==> src/rtl/mem_arb_pkg.sv <==
// Shared encodings for the unified memory port arbiter.
//   state_e : arbiter FSM state (IDLE=0, ISSUE=1, WAIT=2)
//   owner_e : which requester owns the in-flight transaction (OWN_IF=0, OWN_DM=1)
package mem_arb_pkg;

   typedef enum logic [1:0] {
      StIdle  = 2'd0,
      StIssue = 2'd1,
      StWait  = 2'd2
   } state_e;

   typedef enum logic {
      OwnIf = 1'b0,
      OwnDm = 1'b1
   } owner_e;

endpackage

==> src/rtl/mem_arb_pick.sv <==
// Winner selection for the unified memory port.
// Data requests beat fetch. With MEM_ARB_STARVE_EN defined, a saturating streak counter
// hands the port to a waiting fetch after STREAK_MAX consecutive data grants.
// Ports:
//   i_clk, i_rst_n : clock / async active-low reset (only with MEM_ARB_STARVE_EN)
//   i_en           : grants allowed this cycle (arbiter is idle)
//   i_if_req       : fetch request
//   i_dm_req       : load or store request
//   o_if_gnt       : fetch granted
//   o_dm_gnt       : data granted
module mem_arb_pick #(
   parameter int unsigned STREAK_MAX = 4
) (
`ifdef MEM_ARB_STARVE_EN
   input  logic i_clk,
   input  logic i_rst_n,
`endif
   input  logic i_en,
   input  logic i_if_req,
   input  logic i_dm_req,
   output logic o_if_gnt,
   output logic o_dm_gnt
);

   if (STREAK_MAX < 1) begin : g_bad_streak
      $error("mem_arb_pick: STREAK_MAX must be at least 1");
   end

   logic starve;
   logic pick_dm;

`ifdef MEM_ARB_STARVE_EN
   localparam int unsigned CntW = $clog2(STREAK_MAX + 1);

   logic [CntW-1:0] streak_q, streak_d;

   assign starve = i_if_req && (streak_q == CntW'(STREAK_MAX));

   // Only data grants that actually make fetch wait extend the streak.
   always_comb begin
      streak_d = streak_q;
      if (o_if_gnt) begin
         streak_d = '0;
      end else if (o_dm_gnt) begin
         if (!i_if_req) begin
            streak_d = '0;
         end else if (streak_q != CntW'(STREAK_MAX)) begin
            streak_d = streak_q + 1'b1;
         end
      end
   end

   always_ff @(posedge i_clk or negedge i_rst_n) begin
      if (!i_rst_n) begin
         streak_q <= '0;
      end else begin
         streak_q <= streak_d;
      end
   end
`else
   assign starve = 1'b0;
`endif

   assign pick_dm  = i_dm_req && !starve;
   assign o_dm_gnt = i_en && pick_dm;
   assign o_if_gnt = i_en && i_if_req && !pick_dm;

endmodule

==> src/rtl/mem_port_arbiter.sv <==
// Shares one memory port between instruction fetch and load/store, one transaction at a time.
// Optional feature macro: MEM_ARB_STARVE_EN (fetch starvation guard, see mem_arb_pick).
// Ports:
//   i_clk, i_rst_n                         : clock, async active-low reset
//   i_if_req/i_if_addr, o_if_gnt           : fetch request / grant
//   o_if_rvalid/o_if_rdata                 : fetch response pulse / data
//   i_dm_ren/i_dm_wen/i_dm_addr/i_dm_wdata/i_dm_wmask, o_dm_gnt : data request / grant
//   o_dm_rvalid/o_dm_rdata                 : load data or store ack (data 0) pulse
//   o_mem_req/we/addr/wdata/wmask          : registered memory request
//   i_mem_ready                            : memory accepts request
//   i_mem_rvalid/i_mem_rdata               : memory response
//   o_busy                                 : transaction in flight
module mem_port_arbiter
   import mem_arb_pkg::*;
#(
   parameter int unsigned ADDR_W     = 32,
   parameter int unsigned DATA_W     = 32,
   parameter int unsigned STREAK_MAX = 4
) (
   input  logic                i_clk,
   input  logic                i_rst_n,
   input  logic                i_if_req,
   input  logic [ADDR_W-1:0]   i_if_addr,
   output logic                o_if_gnt,
   output logic                o_if_rvalid,
   output logic [DATA_W-1:0]   o_if_rdata,
   input  logic                i_dm_ren,
   input  logic                i_dm_wen,
   input  logic [ADDR_W-1:0]   i_dm_addr,
   input  logic [DATA_W-1:0]   i_dm_wdata,
   input  logic [DATA_W/8-1:0] i_dm_wmask,
   output logic                o_dm_gnt,
   output logic                o_dm_rvalid,
   output logic [DATA_W-1:0]   o_dm_rdata,
   output logic                o_mem_req,
   output logic                o_mem_we,
   output logic [ADDR_W-1:0]   o_mem_addr,
   output logic [DATA_W-1:0]   o_mem_wdata,
   output logic [DATA_W/8-1:0] o_mem_wmask,
   input  logic                i_mem_ready,
   input  logic                i_mem_rvalid,
   input  logic [DATA_W-1:0]   i_mem_rdata,
   output logic                o_busy
);

   localparam int unsigned MaskW = DATA_W / 8;

   state_e              state_q, state_d;
   owner_e              owner_q, owner_d;
   logic                we_q, we_d;
   logic [ADDR_W-1:0]   addr_q, addr_d;
   logic [DATA_W-1:0]   wdata_q, wdata_d;
   logic [MaskW-1:0]    wmask_q, wmask_d;
   logic                if_rvalid_q, if_rvalid_d;
   logic                dm_rvalid_q, dm_rvalid_d;
   logic [DATA_W-1:0]   if_rdata_q, if_rdata_d;
   logic [DATA_W-1:0]   dm_rdata_q, dm_rdata_d;

   logic if_gnt, dm_gnt;

   mem_arb_pick #(
      .STREAK_MAX (STREAK_MAX)
   ) u_pick (
`ifdef MEM_ARB_STARVE_EN
      .i_clk      (i_clk),
      .i_rst_n    (i_rst_n),
`endif
      .i_en       (state_q == StIdle),
      .i_if_req   (i_if_req),
      .i_dm_req   (i_dm_ren | i_dm_wen),
      .o_if_gnt   (if_gnt),
      .o_dm_gnt   (dm_gnt)
   );

   always_comb begin
      state_d     = state_q;
      owner_d     = owner_q;
      we_d        = we_q;
      addr_d      = addr_q;
      wdata_d     = wdata_q;
      wmask_d     = wmask_q;
      if_rvalid_d = 1'b0;
      dm_rvalid_d = 1'b0;
      if_rdata_d  = if_rdata_q;
      dm_rdata_d  = dm_rdata_q;

      unique case (state_q)
         StIdle: begin
            if (dm_gnt) begin
               // ren and wen together is treated as a store.
               owner_d = OwnDm;
               we_d    = i_dm_wen;
               addr_d  = i_dm_addr;
               wdata_d = i_dm_wen ? i_dm_wdata : '0;
               wmask_d = i_dm_wen ? i_dm_wmask : '0;
               state_d = StIssue;
            end else if (if_gnt) begin
               owner_d = OwnIf;
               we_d    = 1'b0;
               addr_d  = i_if_addr;
               wdata_d = '0;
               wmask_d = '0;
               state_d = StIssue;
            end
         end
         StIssue: begin
            if (i_mem_ready) begin
               state_d = StWait;
            end
         end
         StWait: begin
            if (i_mem_rvalid) begin
               if (owner_q == OwnDm) begin
                  dm_rvalid_d = 1'b1;
                  dm_rdata_d  = we_q ? '0 : i_mem_rdata;
               end else begin
                  if_rvalid_d = 1'b1;
                  if_rdata_d  = i_mem_rdata;
               end
               state_d = StIdle;
            end
         end
         default: state_d = StIdle;
      endcase
   end

   always_ff @(posedge i_clk or negedge i_rst_n) begin
      if (!i_rst_n) begin
         state_q     <= StIdle;
         owner_q     <= OwnIf;
         we_q        <= 1'b0;
         addr_q      <= '0;
         wdata_q     <= '0;
         wmask_q     <= '0;
         if_rvalid_q <= 1'b0;
         dm_rvalid_q <= 1'b0;
         if_rdata_q  <= '0;
         dm_rdata_q  <= '0;
      end else begin
         state_q     <= state_d;
         owner_q     <= owner_d;
         we_q        <= we_d;
         addr_q      <= addr_d;
         wdata_q     <= wdata_d;
         wmask_q     <= wmask_d;
         if_rvalid_q <= if_rvalid_d;
         dm_rvalid_q <= dm_rvalid_d;
         if_rdata_q  <= if_rdata_d;
         dm_rdata_q  <= dm_rdata_d;
      end
   end

   assign o_if_gnt    = if_gnt;
   assign o_dm_gnt    = dm_gnt;
   assign o_if_rvalid = if_rvalid_q;
   assign o_if_rdata  = if_rdata_q;
   assign o_dm_rvalid = dm_rvalid_q;
   assign o_dm_rdata  = dm_rdata_q;
   assign o_mem_req   = (state_q == StIssue);
   assign o_mem_we    = we_q;
   assign o_mem_addr  = addr_q;
   assign o_mem_wdata = wdata_q;
   assign o_mem_wmask = wmask_q;
   assign o_busy      = (state_q != StIdle);

endmodule

==> config.mk <==
export PLATFORM = sky130hd
export DESIGN_NAME = mem_port_arbiter
export DESIGN_NICKNAME = d
export VERILOG_FILES = /design/src/rtl/mem_arb_pkg.sv /design/src/rtl/mem_arb_pick.sv /design/src/rtl/mem_port_arbiter.sv
export SDC_FILE = /design/constraint.sdc
export NUM_CORES = 1
export LEC_CHECK = 0
export ABC_CLOCK_PERIOD_IN_PS = 1380
export CORE_ASPECT_RATIO = 0.75
export CORE_MARGIN = 8
export CORE_UTILIZATION = 37
export DETAILED_ROUTE_END_ITERATION = 10
export PLACE_DENSITY_LB_ADDON = 0.2
export SLEW_MARGIN = 20
export SYNTH_ARGS = -nofsm -noshare
export SYNTH_HDL_FRONTEND = slang
export SYNTH_SLANG_ARGS = --single-unit
==> constraint.sdc <==
create_clock -name i_clk -period 1.38 [get_ports i_clk]
set_input_delay 0.345 -clock i_clk [delete_from_list [all_inputs] [get_ports i_clk]]
set_output_delay 0.345 -clock i_clk [all_outputs]
set_load 0.1 [all_outputs]
==> results.md <==
* Num CTS Buffers at 17
* CP most frequent cell: nor2_4
* Routed vias at 5522
* Largest net degree at the start of global routing at 66
* Design Area, Final at 12200 sq um
* Routability cong. at 0.791
* CP cell instances: buf_6 -> nor2_4 -> clkinv_4 -> nor2_4 -> buf_12
* Yosys reg bits at 138
* Port Buffers at approximately 280
* Row count at 39
* Via density at 5.22
* Crit path arrival time at 1450 ps
* Synth Flop Type: dfrtp_1
* Post-Place Worst Slack at -491 ps
* Critical Path Slowest Stage Cell: dfrtp_1
* Chip width at 159 microns
* Layout cells sized above 1 at 0.465
* Area leader, netlist: dfrtp_1
* FFs w/ async S/R, synth at 1.00
* Syn Nets at 598
* Fillers at around 800
* Post-Route WL at 24.8 mm
* Antenna viol nets, final at 0
* Final setup margin at -413 ps
* Largest family of logic cells by synthesized area: compound AO/OA/AOI/OAI gates
* Worst hold slack at 371 ps
* Fin. max-slew vios at 0
* Area growth syn-to-layout at 114%
* Compound-Gate Fraction of Synth Area at 0.218
* Critical R2R Launch: state_q[0]
* Sink Count at 138
* Die area at 19600 sq um
* RSZ-0062 raised after global routing: yes
* Most numerous cell in the Yosys netlist: dfrtp_1
* Synth cell count leaders: dfrtp_1 (138), a22o_1 (36), nand2_1 (34), nand2b_1 (33), o21ai_0 (33)
* Num ports at about 280
* Failing checks: setup timing
* Tcrit/Tclk final at 1.30
* Worst Path Buf+Inv at 3
* Initial core utilization at 0.376
* # DRC at 0
* Post-synth EDFFs at 0
* Area of the mapped netlist at 5690 sq um
* CP Class: reg2out
* Worst path top cell family by delay: flip-flops
* Max Clk Rate at 0.558 GHz
* Post-Synth Adder-Cell Area at 0
* Initial antenna violation count at 0
* CTS tree: yes
* Simple-gate share of the synthesized area at 0.0706
* XOR/XNOR Fraction of Synth Area at 0
* CP max FO at 3
* Synth top area cells: dfrtp_1 (61%), mux2_2 (6.3%), a22o_1 (5.5%)
* Final setup violating endpoints at between 100 and 150
* Reg clk slew, reported paths at 70 ps
* Worst EP required at just over 1000 ps
* Core footprint at 15100 sq um
* First-pass GRT wire length at 33.4 mm
* R2R depth at 9
* Fin Setup TNS at -31080 ps
* Sequential area share after synthesis at 0.607
* Fin Clk Skew at 9.29 ps
* Crit path launch: state_q[0]
* Post-Synthesis Cells at 459
* Post-DP Area at 10300 sq um
* DR iter-0 viols at 281
* Crit path capture type: primary output
* Slew @ Worst Pin at 369 ps
* Syn Area/Cell at between 10 and 15 sq um
* GR Util All Layers at 0.217
* Synth top area share at 0.607
* Post-route minimum period at 1790 ps
* Synth Warn # at 0
* Final Net Count at approximately 1000
* Vias in the first global route at about 5700
* Clock H-tree levels at 4
* CP max stage delay at about 390 ps
* WL per Instance at between 20 and 25 microns
* Hold crit path type: in2async
* HPWL Detailed at 15.3 mm
* Pre-antenna DRT Iters at 5
* Post-synthesis mux area share at 0.0634
* Levels on crit path at 5
* Area of the multi-input gates at ~2400 sq um
* Clock latency at the later pin of the worst-skew pair at 410 ps
* FF/Latch Area at 3470 sq um
* Outcome: complete, but fails checks
* Critical Path Start Type: flip-flop
* Global route overflow at 0
* Worst slew margin at 0.754
* Max cap viols at 0
* Buffers from clock root to sink, at most at 2
* # diodes at 0
* Unique masters post-synth at 26
* Die extent in y at 123 microns
* Clock tree root buffer cell: clkbuf_16
* Final Hold Vio Count at 0
## flip-flops by register name, indices dropped and copies added, names as in the netlist
signal and flops:
o_dm_rdata 32, o_if_rdata 32, o_mem_addr 32, o_mem_wdata 32, o_mem_wmask 4, state_q 2
o_dm_rvalid 1, o_if_rvalid 1, o_mem_we 1, owner_q 1
## timing repair
item                       in CTS  in global routing
hold endpoints to repair       24                  0
setup endpoints to repair      98                228
pin swaps                       8                  6
hold buffers                    1                  0
buffers inserted               21                 63
gates resized for setup        49                107
gates cloned                    6                  9
## cell families (layout without fill, tap and decap cells)
logic type / after synthesis / after routing
compound gates: 169 / 169
flops: 138 / 138
simple gates: 75 / 75
mux: 32 / 32
buf+inv: 45 / 438
## layer usage
| layer | global-route usage | routed length [microns] | share of wire | vias to the layer above |
|---|---|---|---|---|
| li1 | - | - | - | 2440 |
| met1 | 0.251 | 9500 | 0.38 | 2780 |
| met2 | 0.376 | 12600 | 0.51 | 262 |
| met3 | 0.0815 | 2080 | 0.084 | 40 |
| met4 | 0.0623 | 593 | 0.024 | 0 |
| met5 | 0 | 0 | 0 | - |
## worst paths after layout
path	end	slack, ps
max	o_dm_gnt	-410
min	o_dm_rdata[11]	370
max reg2reg	o_mem_wdata[28]	-350
min reg2reg	o_dm_rdata[1]	550
max in group asynchronous	o_dm_rdata[25]	420
min in group i_clk	o_dm_rdata[1]	530
## layout make-up
class / count / share of cell area
Clock buffer: 19 / 0.0363
Clock inverter: 13 / 0.0127
Inverter: 3 / 0.00164
Multi-Input combinational cell: 276 / 0.194
Sequential cell: 138 / 0.285
Tap cell: 205 / 0.0210
Timing Repair Buffer: 403 / 0.449
## cells in the final DEF (no fill, tap or decap), types with 4 or more instances in the layout
cell type / instances
a22o_1: 36
a31oi_1: 31
buf_12: 152
buf_16: 4
buf_4: 92
buf_6: 11
clkbuf_16: 21
clkdlybuf4s50_1: 136
clkinvlp_4: 4
dfrtp_1: 125
dfrtp_2: 13
inv_6: 5
mux2_4: 32
nand2_1: 9
nand2_2: 14
nand2_4: 11
nand2b_1: 32
o21a_1: 32
o21ai_0: 4
o21ai_1: 12
o21ai_2: 16
o2bb2ai_1: 31
## stage by stage
| stage | cells | util |
|---|---|---|
| floorplan | 459 | - |
| global placement | 930 | 0.679 |
| detailed placement | 930 | 0.679 |
| CTS | 990 | 0.752 |
| global route | 1057 | 0.806 |
| finish | 1057 | 0.806 |
Power is not shown: default switching activity piles up to over one toggle a cycle in this logic, so the estimate is an artifact.
